## src/rtl/irq_pending_latch_pkg.sv

```systemverilog
// rtl/irq_pending_latch_pkg.sv - shared sizes, FSM encoding and priority helper for irq_pending_latch
package irq_pending_latch_pkg;

    localparam int NUM_SRC = 6;
    localparam int ID_W    = 3;

    // First id that does not name a source; acks at or above it are never valid
    localparam logic [ID_W-1:0] INVALID_ID = 3'd6;

    typedef enum logic [1:0] {
        ST_IDLE  = 2'd0,
        ST_REQ   = 2'd1,
        ST_CLEAR = 2'd2
    } state_t;

    // Index 0 is the highest priority, so the lowest set bit wins
    function automatic logic [ID_W-1:0] lowest_set(input logic [NUM_SRC-1:0] v);
        lowest_set = '0;
        for (int i = NUM_SRC - 1; i >= 0; i--) begin
            if (v[i]) lowest_set = ID_W'(i);
        end
    endfunction

endpackage

```

## src/rtl/irq_pending_latch_if.sv

```systemverilog
// rtl/irq_pending_latch_if.sv - source, mask and request/acknowledge signals of irq_pending_latch
interface irq_pending_latch_if;
    import irq_pending_latch_pkg::*;

    logic [NUM_SRC-1:0] Irq_in;
    logic [NUM_SRC-1:0] Irq_mask;
    logic               Ack_valid;
    logic [ID_W-1:0]    Ack_id;
    logic [NUM_SRC-1:0] Pending;
    logic [NUM_SRC-1:0] Masked_pending;
    logic               Irq_req;
    logic [ID_W-1:0]    Irq_id;
    logic               Ack_err;

    modport master (
        output Irq_in, Irq_mask, Ack_valid, Ack_id,
        input  Pending, Masked_pending, Irq_req, Irq_id, Ack_err
    );

    modport slave (
        input  Irq_in, Irq_mask, Ack_valid, Ack_id,
        output Pending, Masked_pending, Irq_req, Irq_id, Ack_err
    );

endinterface

```

## src/rtl/irq_pending_latch_frontend.sv

```systemverilog
// rtl/irq_pending_latch_frontend.sv - irq_src_frontend: optional IRQ_SYNC_EN synchronizer, edge/level selection
module irq_src_frontend #(
    parameter int           W         = 6,
    parameter logic [W-1:0] EDGE_MASK = {W{1'b1}}
) (
    input  logic         Clock,
    input  logic         Reset_n,
    input  logic [W-1:0] i_irq,
    output logic [W-1:0] o_s
);

    logic [W-1:0] w_lvl;
    logic [W-1:0] r_prev;

`ifdef IRQ_SYNC_EN
    logic [W-1:0] r_sync1;
    logic [W-1:0] r_sync2;

    always_ff @(posedge Clock or negedge Reset_n) begin
        if (!Reset_n) begin
            r_sync1 <= '0;
            r_sync2 <= '0;
        end else begin
            r_sync1 <= i_irq;
            r_sync2 <= r_sync1;
        end
    end

    assign w_lvl = r_sync2;
`else
    assign w_lvl = i_irq;
`endif

    always_ff @(posedge Clock or negedge Reset_n) begin
        if (!Reset_n) r_prev <= '0;
        else          r_prev <= w_lvl;
    end

    assign o_s = (EDGE_MASK & w_lvl & ~r_prev) | (~EDGE_MASK & w_lvl);

endmodule

```

## src/rtl/irq_pending_latch.sv

```systemverilog
// rtl/irq_pending_latch.sv - pending register, priority pick and request/ack FSM (IRQ_SYNC_EN selects input synchronizer)
module irq_pending_latch
    import irq_pending_latch_pkg::*;
#(
    parameter logic [NUM_SRC-1:0] EDGE_MASK = 6'b111111
) (
    input  logic                Clock,
    input  logic                Reset_n,
    irq_pending_latch_if.slave  bus
);

    localparam logic [NUM_SRC-1:0] ONE_HOT0 = {{(NUM_SRC-1){1'b0}}, 1'b1};

    logic [NUM_SRC-1:0] w_s;
    logic [NUM_SRC-1:0] w_masked;
    logic [NUM_SRC-1:0] w_clr;
    logic [NUM_SRC-1:0] r_pending;
    state_t             r_state;
    state_t             w_state_nxt;
    logic [ID_W-1:0]    r_irq_id;
    logic [ID_W-1:0]    w_irq_id_nxt;
    logic               r_ack_err;
    logic               w_ack_err_nxt;
    logic               w_ack_match;

    irq_src_frontend #(
        .W         (NUM_SRC),
        .EDGE_MASK (EDGE_MASK)
    ) u_frontend (
        .Clock   (Clock),
        .Reset_n (Reset_n),
        .i_irq   (bus.Irq_in),
        .o_s     (w_s)
    );

    assign w_masked    = r_pending & bus.Irq_mask;
    assign w_ack_match = (bus.Ack_id < INVALID_ID) && (bus.Ack_id == r_irq_id);

    always_comb begin
        w_state_nxt   = r_state;
        w_irq_id_nxt  = r_irq_id;
        w_ack_err_nxt = 1'b0;
        w_clr         = '0;
        case (r_state)
            ST_IDLE: begin
                if (|w_masked) begin
                    w_state_nxt  = ST_REQ;
                    w_irq_id_nxt = lowest_set(w_masked);
                end
            end
            ST_REQ: begin
                if (bus.Ack_valid) begin
                    if (w_ack_match) w_state_nxt   = ST_CLEAR;
                    else             w_ack_err_nxt = 1'b1;
                end
            end
            ST_CLEAR: begin
                w_clr       = ONE_HOT0 << r_irq_id;
                w_state_nxt = ST_IDLE;
            end
            default: w_state_nxt = ST_IDLE;
        endcase
    end

    always_ff @(posedge Clock or negedge Reset_n) begin
        if (!Reset_n) begin
            r_state   <= ST_IDLE;
            r_irq_id  <= '0;
            r_ack_err <= 1'b0;
        end else begin
            r_state   <= w_state_nxt;
            r_irq_id  <= w_irq_id_nxt;
            r_ack_err <= w_ack_err_nxt;
        end
    end

    // Set is OR-ed after the clear so an edge arriving during CLEAR survives
    always_ff @(posedge Clock or negedge Reset_n) begin
        if (!Reset_n) r_pending <= '0;
        else          r_pending <= (r_pending & ~w_clr) | w_s;
    end

    assign bus.Pending        = r_pending;
    assign bus.Masked_pending = w_masked;
    assign bus.Irq_req        = (r_state == ST_REQ);
    assign bus.Irq_id         = r_irq_id;
    assign bus.Ack_err        = r_ack_err;

endmodule
```

## src/flat_wrapper.sv

```systemverilog
// flat-port wrapper written by rule: the top's interface ports become plain ports
module irq_pending_latch_flat import irq_pending_latch_pkg::*;
#(
    parameter logic [NUM_SRC-1:0] EDGE_MASK = 6'b111111
)
  (Clock, Reset_n, bus_Irq_in, bus_Irq_mask, bus_Ack_valid, bus_Ack_id, bus_Pending, bus_Masked_pending, bus_Irq_req, bus_Irq_id, bus_Ack_err);
  irq_pending_latch_if bus_i ();
  input  logic Clock;
  input  logic Reset_n;
  input wire logic [$bits(bus_i.Irq_in)-1:0] bus_Irq_in;
  input wire logic [$bits(bus_i.Irq_mask)-1:0] bus_Irq_mask;
  input wire logic [$bits(bus_i.Ack_valid)-1:0] bus_Ack_valid;
  input wire logic [$bits(bus_i.Ack_id)-1:0] bus_Ack_id;
  output wire logic [$bits(bus_i.Pending)-1:0] bus_Pending;
  output wire logic [$bits(bus_i.Masked_pending)-1:0] bus_Masked_pending;
  output wire logic [$bits(bus_i.Irq_req)-1:0] bus_Irq_req;
  output wire logic [$bits(bus_i.Irq_id)-1:0] bus_Irq_id;
  output wire logic [$bits(bus_i.Ack_err)-1:0] bus_Ack_err;
  assign bus_i.Irq_in = bus_Irq_in;
  assign bus_i.Irq_mask = bus_Irq_mask;
  assign bus_i.Ack_valid = bus_Ack_valid;
  assign bus_i.Ack_id = bus_Ack_id;
  assign bus_Pending = bus_i.Pending;
  assign bus_Masked_pending = bus_i.Masked_pending;
  assign bus_Irq_req = bus_i.Irq_req;
  assign bus_Irq_id = bus_i.Irq_id;
  assign bus_Ack_err = bus_i.Ack_err;
  irq_pending_latch #(.EDGE_MASK(EDGE_MASK)) u_core (.Clock(Clock), .Reset_n(Reset_n), .bus(bus_i));
endmodule
```

## config.mk

```make
export PLATFORM = sky130hd
export DESIGN_NAME = irq_pending_latch_flat
export DESIGN_NICKNAME = d
export VERILOG_FILES = /design/src/rtl/irq_pending_latch_pkg.sv /design/src/rtl/irq_pending_latch_if.sv /design/src/rtl/irq_pending_latch_frontend.sv /design/src/rtl/irq_pending_latch.sv /design/src/flat_wrapper.sv
export SDC_FILE = /design/constraint.sdc
export NUM_CORES = 1
export LEC_CHECK = 0
export BUFFER_PORTS_ARGS = -buffer_cell sky130_fd_sc_hd__buf_4
export CORE_UTILIZATION = 40
export CTS_BUF_LIST = sky130_fd_sc_hd__clkbuf_16
export CTS_CLUSTER_DIAMETER = 80
export DETAILED_ROUTE_END_ITERATION = 10
export PLACE_DENSITY_LB_ADDON = 0.3
export SLEW_MARGIN = 0
export SYNTH_ARGS = -nofsm -noshare
export SYNTH_HDL_FRONTEND = slang
export SYNTH_SLANG_ARGS = --single-unit
```

## constraint.sdc

```tcl
create_clock -name Clock -period 3.7 [get_ports Clock]
set_input_delay 0.555 -clock Clock [delete_from_list [all_inputs] [get_ports Clock]]
set_output_delay 0.555 -clock Clock [all_outputs]
set_load 0.05 [all_outputs]
```

==> run summary <==
No sink is reached through more buffers than the 2 on the longest clock path. 0 antenna diodes ended up in the layout. Dividing the detail-routed via count by the number of cells gives 5.05. The detailed router placed 687 vias in this run. For this design, the CTS-stage hold fixing added 0 buffers. Setup violations remaining at the end of the flow were counted as 0. The fraction of the cycle the final worst path needs was 0.451.

The flip-flop cell with the highest count after synthesis was dfrtp_1. Port buffering added 34 buffers. Summed over all failing endpoints, the final setup total negative slack is 0 ns.

The switching power of the nets was 289 uW. The tightest min-delay check is of the input pin to asynchronous set/reset pin type. The routed design could run at a clock period as short as 1.67 ns. The total wire length after detailed routing is 1700 um, and the maximum level of the CTS H-tree is 1.

The logs give 0.000539 uW for the total leakage power and 638 for the via count of the first global-routing pass. The critical path goes through and2b_2 > buf_4. The area growth from synthesis to layout was 45.0%. Summed over all layers, the global routing overflow is 0. When the netlist entered floorplanning its net count stood at 93. The power density over the cells works out to 658 mW/mm2.

TritonCTS built the clock tree. Async set-or-reset flop fraction in the synthesized netlist: 1.00. Clock tree synthesis found a total of 18 sinks. Derived from the worst setup path, the maximum achievable clock frequency is 600 MHz. Share of power burned in combinational logic: 0.371. Biggest area consumer among synthesized cells: dfrtp_1. The post-detailed-placement half-perimeter wirelength came out at 1280 um. For this block, the initial DRC count from the detailed router was 10. Yosys mapped the design onto 25 distinct sky130hd cell types. The cell at the root of the clock tree was clkbuf_16.

The synthesized design contains 0 enable-type register cells. STA classifies the critical path startpoint as a flip-flop. The first global-routing pass estimated 2700 um of wire. TritonCTS created 3 clock buffers.

The clock network fraction of total power was 0.276; the share of power burned in registers was 0.353. The internal portion of the total power is 466 uW. The number of violations of the max-capacitance limit came out at 0. The critical path in this run is classified as flip-flop to primary output. Clock skew on the completed layout was measured at 0.00290 ns. At the worst endpoint, the required time is 3.14 ns. The synthesized area per cell is 10.6 um2.

Global routing usage summed across all routing layers: 0.183. The die width came out at 46.5 um. The count of buffering cells on the critical path with inverters included was 1; the max-slew violation count was 0. Number of antenna violations at the first check in global routing: 0. The number of hold violations in the final report was 0. The logs give 75 for the instance count of the mapped netlist and 0.569 for the sequential share of the synthesized area. Entering global routing, the biggest net connects 19 pins. The share of total power consumed by net switching is 0.383, and the floorplan row count is 15.

VDD sags by at most 0.315 mV. In the final routed layout, each cell accounts on average for 12.5 um. For this design, the slowest cell found on the critical path is dfrtp_1.

Leaving out filler cells and counting taps, the final layout contains 136. The die covers 0.00216 mm2. The tools report the number of antenna-violating nets in the routed design as 0.

The top-area cell type share of the netlist area works out to 0.569. For this run, the slowest stage of the critical path takes 0.41 ns. The critical path's top delay family was flip-flops.

For the worst-skew pair, the clock arrives at the later sink with an insertion delay of 0.24 ns. In this run, post-CTS repair resized a total of 0 instances. By area the synthesized netlist is led by dfrtp_1 57%, inv_1 4.7%, o31ai_1 3.8%, and2_1 3.2%, o21ai_1 3.2%.

The fraction of final layout cells sized beyond drive strength 1 came out at 0.387. The core region is 0.00178 mm2. The synthesized design contains 18 register bits. The number of filler instances in the final layout was 161. Post-CTS timing repair inserted 0 buffers for setup. The Yosys step of the flow raised 0 warnings. For the worst setup path, the data arrival time is 1.11 ns. Setup repair after global routing left no endpoint under its margin. The kind of capture point of the worst setup path was a primary output.

From bottom edge to top edge, the die measures 46.5 um. The clock-pin slew on the worst setup and hold paths is 0.05 ns, and the placed instance count is 133. Highest fanout seen on the critical path: 4.

In this run the cell area of the synthesized design comes to 792 um2. The total iterations of the first detailed-routing run is 4. The run finished with clean final reports. After detailed routing, the number of remaining DRC violations is 0. The initial cell density of the core came out at 0.444.

Routability-driven placement finished with a final weighted congestion of 0.729. Slew of the pin with the lowest slew margin: 0.288 ns. In this run the count of I/O pins placed on the die edge is 35. The tools report the worst relative slew slack as 0.808. The net count reported at finish is 131.
-- power by group through the flow --
stage               sequential [uW]  combinational (uW)  clock [uW]
finish                          267                 280         208
global route                    271                 301         219
CTS                             267                 281         211
detailed placement              269                 280           0
global placement                269                 276           0
floorplan                       329                 130           0
-- per-layer routing --
metal,wire length [um],part of all wire,up-vias,GRT usage
met5,0,0,-,0
met4,10,0.0059,0,0.0882
met3,100,0.059,2,0.0392
met2,893,0.53,28,0.303
met1,691,0.41,325,0.222
li1,-,-,332,-
-- cells in the mapped netlist (2+ instances only) --
cell type,number
o21ai_2,2
a21oi_1,3
nand3_1,2
o21ai_0,4
and2_1,4
dfrtp_1,18
inv_1,10
o21ai_1,5
o31ai_1,4
nor2_1,2
nand2_1,5
xnor2_1,2
a22o_1,2
-- final cells by class --
class                           instances  area, um2  share of cell area
Tap cell                               25       31.3              0.0272
Sequential cell                        18        450               0.392
Multi-Input combinational cell         46        299               0.260
Inverter                               10       37.5              0.0327
Timing Repair Buffer                   34        255               0.222
Clock buffer                            3       75.1              0.0654
-- state kept, by name (all words and copies together), names as in the netlist --
register                  flops
u_core.u_frontend.r_prev      6
u_core.bus.Ack_err            1
u_core.r_state                2
u_core.bus.Pending            6
u_core.bus.Irq_id             3
-- per-stage QoR --
step	util	hold slack (ns)	instance area [um2]	setup slack (ns)	power, uW
2_1_floorplan	-	0.259	792	1.93	460
3_3_place_gp	0.602	0.396	1070	2.11	545
5_1_grt	0.644	0.190	1150	2.01	792
4_1_cts	0.644	0.176	1150	2.04	759
6_report	0.644	0.166	1150	2.03	755
3_5_place_dp	0.602	0.405	1070	2.11	549
-- cell families after synthesis --
| kind of cell | after synthesis | synth area share |
|---|---|---|
| simple gates | 20 | 0.149 |
| buf+inv | 11 | 0.0537 |
| xor+xnor | 2 | 0.0221 |
| flops | 18 | 0.569 |
| compound gates | 24 | 0.207 |
-- path summary, 6_finish.rpt --
kind | startpoint | end | slack (ns) | cells past startpoint
worst max register to register | u_core.bus.Pending[3] | u_core.bus.Irq_id[0] | 2.41 | 4
max in group asynchronous | Reset_n | u_core.bus.Pending[5] | 3.34 | 1
worst max-delay path | u_core.r_state[1] | bus_Irq_req | 2.03 | 2
worst min register to register | u_core.u_frontend.r_prev[4] | u_core.bus.Pending[4] | 0.41 | 1
min in group Clock | u_core.u_frontend.r_prev[4] | u_core.bus.Pending[4] | 0.41 | 1
worst min-delay path | Reset_n | u_core.bus.Pending[0] | 0.17 | 1
-- cells in the final DEF (no fill, tap or decap) --
cell type  instances
buf_4             34
dfrtp_1           18
inv_1             10
o21ai_1            5
nand2_1            5
o31ai_1            4
o21ai_0            4
and2_1             4
a21oi_1            3
clkbuf_16          3
xnor2_1            2
nor2_1             2
a22o_1             2
o21ai_2            2
nand3_1            2
or3b_4             1
nand3b_1           1
and2b_2            1
nor4bb_1           1
nor2b_1            1
nor2_2             1
a22oi_1            1
and3_1             1
a21boi_0           1
a221oi_2           1
a31o_1             1
Note: power is estimated with default switching activity, not from simulation.
